## src/rtl/instr_sequencer.sv

```systemverilog
// Multi-cycle control FSM for the 16-bit CPU: fetch, decode, execute and
// memory write-back sequencing. Owns the instruction register, drives the
// PC, memory, register-file and flag-register controls.
// Ports:
//   clk, rst         - rising-edge clock, asynchronous active-high reset
//   run              - start/continue, only looked at in S_FETCH
//   mem_dout[15:0]   - synchronous memory read data (valid the cycle after address)
//   flags[4:0]       - {C,L,F,Z,N} from the flag register
//   mem_ready        - memory handshake, present only with SEQ_WAIT_STATE_EN
//   ir[15:0]         - latched instruction (rdest=ir[11:8], rsrc=ir[3:0])
//   pc_en/pc_sel/pc_imm - PC update strobe, source select, branch displacement
//   addr_sel         - memory address source (0 PC, 1 register rsrc)
//   mem_we, rf_we, wb_sel, flags_we - memory / register / flag write controls
//   state[2:0]       - current FSM state, for debug
// Optional feature macro: SEQ_WAIT_STATE_EN (adds mem_ready wait states).
module instr_sequencer #(
  parameter logic [15:0] RESET_IR = 16'h0000
) (
  input  logic        clk,
  input  logic        rst,
  input  logic        run,
  input  logic [15:0] mem_dout,
  input  logic [4:0]  flags,
`ifdef SEQ_WAIT_STATE_EN
  input  logic        mem_ready,
`endif
  output logic [15:0] ir,
  output logic        pc_en,
  output logic [1:0]  pc_sel,
  output logic [15:0] pc_imm,
  output logic        addr_sel,
  output logic        mem_we,
  output logic        rf_we,
  output logic [1:0]  wb_sel,
  output logic        flags_we,
  output logic [2:0]  state
);

  typedef enum logic [2:0] {
    S_FETCH  = 3'd0,
    S_DECODE = 3'd1,
    S_EXEC   = 3'd2,
    S_MEMWB  = 3'd3
  } state_t;

  state_t      state_q, state_d;
  logic [15:0] ir_q, ir_d;
  logic        ready;
  logic        cond_true;
  logic [3:0]  op, ext, cond;

  // Without wait states the memory always answers in one cycle.
`ifdef SEQ_WAIT_STATE_EN
  assign ready = mem_ready;
`else
  assign ready = 1'b1;
`endif

  assign op   = ir_q[15:12];
  assign ext  = ir_q[7:4];
  assign cond = ir_q[11:8];

  // Flag bit positions: C=4, L=3, F=2, Z=1, N=0.
  always_comb begin
    cond_true = 1'b0;
    case (cond)
      4'b0000: cond_true =  flags[1];
      4'b0001: cond_true = ~flags[1];
      4'b0010: cond_true =  flags[4];
      4'b0011: cond_true = ~flags[4];
      4'b0100: cond_true =  flags[3];
      4'b0101: cond_true = ~flags[3];
      4'b0110: cond_true =  flags[0];
      4'b0111: cond_true = ~flags[0];
      4'b1000: cond_true =  flags[2];
      4'b1001: cond_true = ~flags[2];
      4'b1010: cond_true = ~flags[3] & ~flags[1];
      4'b1011: cond_true =  flags[3] |  flags[1];
      4'b1100: cond_true = ~flags[0] & ~flags[1];
      4'b1101: cond_true =  flags[0] |  flags[1];
      4'b1110: cond_true = 1'b1;
      default: cond_true = 1'b0;
    endcase
  end

  always_comb begin
    state_d  = state_q;
    ir_d     = ir_q;
    pc_en    = 1'b0;
    pc_sel   = 2'b00;
    addr_sel = 1'b0;
    mem_we   = 1'b0;
    rf_we    = 1'b0;
    wb_sel   = 2'b00;
    flags_we = 1'b0;
    case (state_q)
      S_FETCH: begin
        if (run) state_d = S_DECODE;
      end
      S_DECODE: begin
        // Fetched word arrives now; PC advances exactly once per instruction.
        if (ready) begin
          ir_d    = mem_dout;
          pc_en   = 1'b1;
          state_d = S_EXEC;
        end
      end
      S_EXEC: begin
        state_d = S_FETCH;
        case (op)
          4'b0100: begin
            case (ext)
              4'b0000: begin
                addr_sel = 1'b1;
                state_d  = S_MEMWB;
              end
              4'b0100: begin
                // Store holds its write strobe until memory accepts it.
                addr_sel = 1'b1;
                mem_we   = 1'b1;
                if (!ready) state_d = S_EXEC;
              end
              4'b1000: begin
                rf_we  = 1'b1;
                wb_sel = 2'b10;
                pc_en  = 1'b1;
                pc_sel = 2'b10;
              end
              4'b1100: begin
                if (cond_true) begin
                  pc_en  = 1'b1;
                  pc_sel = 2'b10;
                end
              end
              default: ;
            endcase
          end
          4'b1100: begin
            if (cond_true) begin
              pc_en  = 1'b1;
              pc_sel = 2'b01;
            end
          end
          default: begin
            rf_we    = 1'b1;
            flags_we = 1'b1;
          end
        endcase
      end
      S_MEMWB: begin
        addr_sel = 1'b1;
        wb_sel   = 2'b01;
        rf_we    = ready;
        if (ready) state_d = S_FETCH;
      end
      default: state_d = S_FETCH;
    endcase
  end

  always_ff @(posedge clk or posedge rst) begin
    if (rst) begin
      state_q <= S_FETCH;
      ir_q    <= RESET_IR;
    end else begin
      state_q <= state_d;
      ir_q    <= ir_d;
    end
  end

  assign ir     = ir_q;
  assign state  = state_q;
  assign pc_imm = {{8{ir_q[7]}}, ir_q[7:0]};

endmodule

```

## config.mk

```make
export PLATFORM = sky130hd
export DESIGN_NAME = instr_sequencer
export DESIGN_NICKNAME = d
export VERILOG_FILES = /design/src/rtl/instr_sequencer.sv
export SDC_FILE = /design/constraint.sdc
export NUM_CORES = 1
export LEC_CHECK = 0
export CORE_MARGIN = 2
export CORE_UTILIZATION = 39
export DETAILED_ROUTE_END_ITERATION = 8
export PLACE_DENSITY_LB_ADDON = 0.2
export SYNTH_ARGS = -nofsm -noshare
export SYNTH_HDL_FRONTEND = slang
export SYNTH_SLANG_ARGS = --single-unit
```

## constraint.sdc

```tcl
create_clock -name clk -period 2.2 [get_ports clk]
set_input_delay 0.22 -clock clk [delete_from_list [all_inputs] [get_ports clk]]
set_output_delay 0.22 -clock clk [all_outputs]
set_load 0.01 [all_outputs]
```

# After elaboration in Yosys (flattened, before gate mapping)
# Index checks and enable logic that the tools add are counted.
dict set report op_classes {
  n_reduce_logical 5
  muxes 28
  eq_ne 23
  mul 0
  addsub 0
  magnitude_cmp 0
  div 0
  bitwise 9
  n_shift 0
}
# op count
set op_table {}
lappend op_table {{== test 4 bit (second input constant)} 10}
lappend op_table {{== test 4 x 3 -> 1 bit (second input constant)} 6}
lappend op_table {{case mux 1 bit (15 select lines)} 1}
lappend op_table {{two-way mux 2 bit} 6}
lappend op_table {{case mux 1 bit (2 select lines)} 6}
lappend op_table {{case mux 2 bit (2 select lines)} 3}
lappend op_table {{two-way mux 1 bit} 10}
lappend op_table {{case mux 3 bit (3 select lines)} 1}
lappend op_table {{== test 4 x 2 -> 1 bit (second input constant)} 2}
lappend op_table {{zero test 4 bit} 2}
lappend op_table {{== test 3 x 2 -> 1 bit (second input constant)} 2}
lappend op_table {{inverter 1 bit} 5}
lappend op_table {{== test 4 x 1 -> 1 bit (second input constant)} 1}
lappend op_table {{OR reduction 2 bit} 2}
lappend op_table {{== test 3 x 1 -> 1 bit (second input constant)} 1}
lappend op_table {{zero test 3 bit} 1}
lappend op_table {{two-way mux 3 bit} 1}
lappend op_table {{AND 1 bit} 2}
lappend op_table {{!= test 2 bit (second input constant)} 1}
lappend op_table {{bitwise OR 1 bit} 2}
dict set report totals {
  mem_count 0
  register_bits 19
  output_inout_bits 44
  ram_bits 0
  rom_bits 0
  latchBits 0
}

# Logic depth before layout (Yosys ltp)
# Gate-level depths: netlist of the first run.
dict set report logic_depth {
  depth_word 7
  mapped_depth 7
  ltp_nobuf 7
}

# Worst setup path before layout of the first run
# OpenSTA, ideal clock, no wires.
dict set report synth_path {
  path_type {reg2out}
  from {register state_q[0] (netlist: state[0])}
  to {output port pc_en}
  n_path_buf 0
  required_ns 1.980
  t_arrival_ns 1.602
  stages_incl_launch_ff 8
  slack_ns 0.378
  cell_sequence {dfrtp_1 -> inv_1 -> ha_1 -> and4bb_2 -> nand2_1 -> nand2b_1 -> a2111oi_2 -> nor3b_1}
}
dict set report synth_between {
  elab_chain_len 2
}
# element line_no
set synth_lines {}
lappend synth_lines {{start, declared} 46} ;# state_t state_q, state_d;
lappend synth_lines {{start signal, assigned} 165} ;# state_q <= state_d;
lappend synth_lines {{== test 3 x 2 -> 1 bit or == test 3 x 1 -> 1 bit (tied branches)} 96} ;# case (state_q)
lappend synth_lines {{case mux 1 bit (2 select lines) *} 96}
lappend synth_lines {{end, declared} 28} ;# output logic pc_en,
# Every way passes the cells marked *; elsewhere a longest branch is shown, timed or not.

# Final worst setup path of the first run
dict set report layout_path {
  from {input port flags[1]}
  to {output port pc_en}
}
dict set report layout_between {
  elab_chain_len 7
}
# element line_no
set layout_lines {}
lappend layout_lines {{start, declared} 23} ;# input logic [4:0] flags,
lappend layout_lines {{inverter 1 bit} {68, 77, 79}}
lappend layout_lines {{AND 1 bit (on tied branches)} {79, 77}}
lappend layout_lines {{case mux 1 bit (15 select lines) *} 66} ;# case (cond)
lappend layout_lines {{two-way mux 1 bit *} {130, 139}}
lappend layout_lines {{case mux 1 bit (2 select lines)} 112} ;# case (ext)
lappend layout_lines {{case mux 1 bit (2 select lines) *} 110} ;# case (op)
lappend layout_lines {{case mux 1 bit (2 select lines) *} 96}
# Marks and branches as above.

==> results.md, run 1 <==
- Status: finished, final reports clean
- Leakage: between 0.0008 and 0.0009 uW
- Wirelength, routed: slightly above 3000 um
- Share of layout cells above drive strength 1: 0.325
- Dpl hpwl: 2240 um
- Drt first pass iters: 3
- Vias per cell: around 4.8
- Nets: between 200 and 250
- H-tree levels: 1
- Yosys warns: 0
- CTS Sinks: 18
- Wire per inst: 12.7 um
- Vias: between 1000 and 1500
- Drt first-iter violations: 38
- Root Buffer: clkbuf_4
- Logic pwr share: 0.723
- Port bufs: 66
- Worst R2R Setup Slack: 540 ps
- Placed Area: 1940 um^2
- RR Endpoint: state[0]$_DFFE_PP0P_
- EDFF count, synth: 0
- Mapped Avg Cell Area: approximately 10 um^2
- Io pins: 68
- Smallest hold slack: 324 ps
- Arr. time, crit path: 1950 ps
- Cts hold-fix bufs: 0
- Synth top area share: 0.364
- Site Rows: 20
- Worst Tran Pin Value: 659 ps
- Post-Syn Area: ~1200 um^2
- Fin. max-slew vios: 0
- Synth Flop Type: dfrtp_1
- Slew margin rel.: 0.560
- Number of setup violations in the final report: 0
- Layout Utilization: 0.671
- Nets in the synthesized netlist: 147
- GP Congestion: 0.769
- Post-layout min period: 2170 ps
- CTS max path bufs: 2
- DRC: 0
- Internal: 1840 uW
- Reg2Reg Depth: 9
- GRT Overall Usage: 0.164
- Seq pwr share: 0.225
- CP Capture Type: primary output
- Net Sw Frac: 0.368
- Post-synthesis cell count: 118
- Setup Crit Path Kind: in -> out
- First-pass GRT wire length: 4540 um
- TritonCTS clock tree: yes
- Synthesized flop and latch total: 18
- Unrepaired setup endpoints after global routing: true
- Clock skew: 0.504 ps
- Critical Path RT: approximately 2000 ps
- Largest cells by area after synthesis: dfrtp_1 (36%), mux2_2 (14%), buf_4 (10%)
- Die ar.: 3640 um^2
- Tot Pwr: just under 3000 uW
- Final Cell Area: just over 2000 um^2
- Starting density of the core: 0.409
- Largest net degree at the start of global routing: 19
- Sequential area share after synthesis: 0.364
- GR Overflow Total: 0
- Die Height: 60.4 um
- Tcrit/Tclk final: 0.985
- CORE AREA: just over 3000 um^2
- Area growth syn-to-layout: 64.1%
- Max Cap Viol: 0
- Antenna Cells: 0
- Reg clk slew, reported paths: 90 ps
- Yosys top cell by area: dfrtp_1
- Ys async rst share: 1.00
- Initial antenna violation count: 0
- Net switching power: 1070 uW
- P per Cell Area: between 1000 and 1500 nW/um^2
- Filler Cell Count: 239
- Hold Path Class: in -> async
- Synth unique cells: 42
- Worst VDD drop: 0.747 mV
- Crit path launch type: primary input
- ANT nets after route: 0
- CTS Buf Count: 3
- Vias in the first global route: 1079
- Die width: 60.4 um
- Clk_lat worst skew: 280 ps
- Critical path peak fanout: 4
- Fmax: 0.461 GHz
- Final hold violation count: 0
- R2R Path Start: state[0]$_DFFE_PP0P_
- Clk pwr share: 0.053
-- layout make-up --
type	instances	area [um^2]	area share
timing repair buffer	94	851	0.418
multi-input combinational	76	638	0.314
sequential	18	455	0.224
tap	44	55.1	0.0271
clock buffer	3	22.5	0.0111
inverter	3	11.3	0.00554
-- power groups by stage --
stage / clock [uW] / combinational [uW] / sequential, uW
after floorplan: 0 / 995 / 773
after global placement: 0 / 1890 / 658
after detailed placement: 0 / 1910 / 670
after CTS: 164 / 1990 / 656
after global routing: 179 / 2260 / 676
final: 153 / 2100 / 654
-- cell families after synthesis --
group | after synthesis | synth area share
and+or+nand+nor | 36 | 0.166
buffers and inverters | 24 | 0.145
muxes | 18 | 0.162
DFF | 18 | 0.364
AOI/OAI and AO/OA | 15 | 0.103
adders and majority gates | 5 | 0.0505
other | 1 | 0.00303
xor gates and xnor gates | 1 | 0.00707
-- critical path, stage by stage --
cell and delay (ps):
clkdlybuf4s50_1 480, buf_4 130, mux2i_1 70, a211oi_2 260, a311oi_2 80, buf_4 160, a2111oi_4 340, nor3b_2 80
clkbuf_2 130
-- worst max-delay path by stage --
stage / from / endpoint / slack, ps / depth (start not counted)
finish: flags[1] / pc_en / 30 / 9
global route: ir[9]$_DFFE_PP0N_ / pc_en / -80 / 7
CTS: ir[11]$_DFFE_PP0N_ / pc_en / -110 / 6
detailed placement: flags[1] / pc_en / -180 / 8
global placement: flags[2] / pc_en / -170 / 7
floorplan: state[0]$_DFFE_PP0P_ / pc_en / 380 / 7
-- layout by cell type (no fill, tap or decap), types with 2 or more instances in the layout --
| master | instances |
|---|---|
| clkbuf_2 | 2 |
| a211oi_2 | 2 |
| nor2_1 | 6 |
| nand2b_1 | 2 |
| dfrtp_2 | 4 |
| dfrtp_1 | 14 |
| buf_4 | 28 |
| inv_1 | 3 |
| nand2_1 | 10 |
| nor3_1 | 4 |
| mux2i_1 | 2 |
| dlygate4sd2_1 | 4 |
| mux2_2 | 15 |
| clkdlybuf4s50_1 | 59 |
| a21oi_1 | 4 |
| ha_1 | 4 |
| clkbuf_4 | 3 |
-- timing repair --
| action | 4_1_cts | 5_1_grt |
|---|---|---|
| resized for setup | 13 | 10 |
| setup endpoints to repair | 7 | 3 |
| hold endpoints to repair | 0 | 0 |
| buffers inserted | 5 | 3 |
| pin swaps | 1 | 4 |
-- registers in the layout, summed over array words and instances (netlist names) --
signal and count:
ir 16, state 2
-- per-layer routing --
layer | GRT usage | part of all wire | vias up
li1 | - | - | 553
met1 | 0.212 | 0.46 | 545
met2 | 0.278 | 0.49 | 39
met3 | 0.0192 | 0.051 | 2
met4 | 0.0667 | 0.0059 | 0
met5 | 0 | 0 | -
-- Yosys cell counts, drive strengths merged, types with 2 or more instances --
library cell	n
nand2	10
dfrtp	18
mux2i	2
ha	5
inv	3
mux2	16
buf	20
nor3	4
a211oi	2
a21oi	4
nor2	6
nand2b	2
and4bb	2
-- through the flow --
stage / std cells / TNS (ps) / setup WS, ps
6_report: 238 / 0 / 32.4
5_1_grt: 238 / -80.0 / -80.0
4_1_cts: 235 / -114 / -114
3_5_place_dp: 227 / -455 / -182
3_3_place_gp: 227 / -399 / -174
2_1_floorplan: 118 / 0 / 378
(Power assumes the default switching activity.)
==> run 2, diff against run 1 <==
--- a/config.mk
+++ b/config.mk
@@ -5,6 +5,7 @@
 export SDC_FILE = /design/constraint.sdc
 export NUM_CORES = 1
 export LEC_CHECK = 0
+export CAP_MARGIN = 0
 export CORE_MARGIN = 2
 export CORE_UTILIZATION = 39
 export DETAILED_ROUTE_END_ITERATION = 8
==> results of run 2 <==
Same layout as run 1: the final DEF is identical, and so are final timing and power.
==> run 3, diff against run 2 <==
--- a/config.mk
+++ b/config.mk
@@ -10,6 +10,7 @@
 export CORE_UTILIZATION = 39
 export DETAILED_ROUTE_END_ITERATION = 8
 export PLACE_DENSITY_LB_ADDON = 0.2
+export SLEW_MARGIN = 10
 export SYNTH_ARGS = -nofsm -noshare
 export SYNTH_HDL_FRONTEND = slang
 export SYNTH_SLANG_ARGS = --single-unit
==> results of run 3 <==
Same layout as run 1: the final DEF is identical, and so are final timing and power.
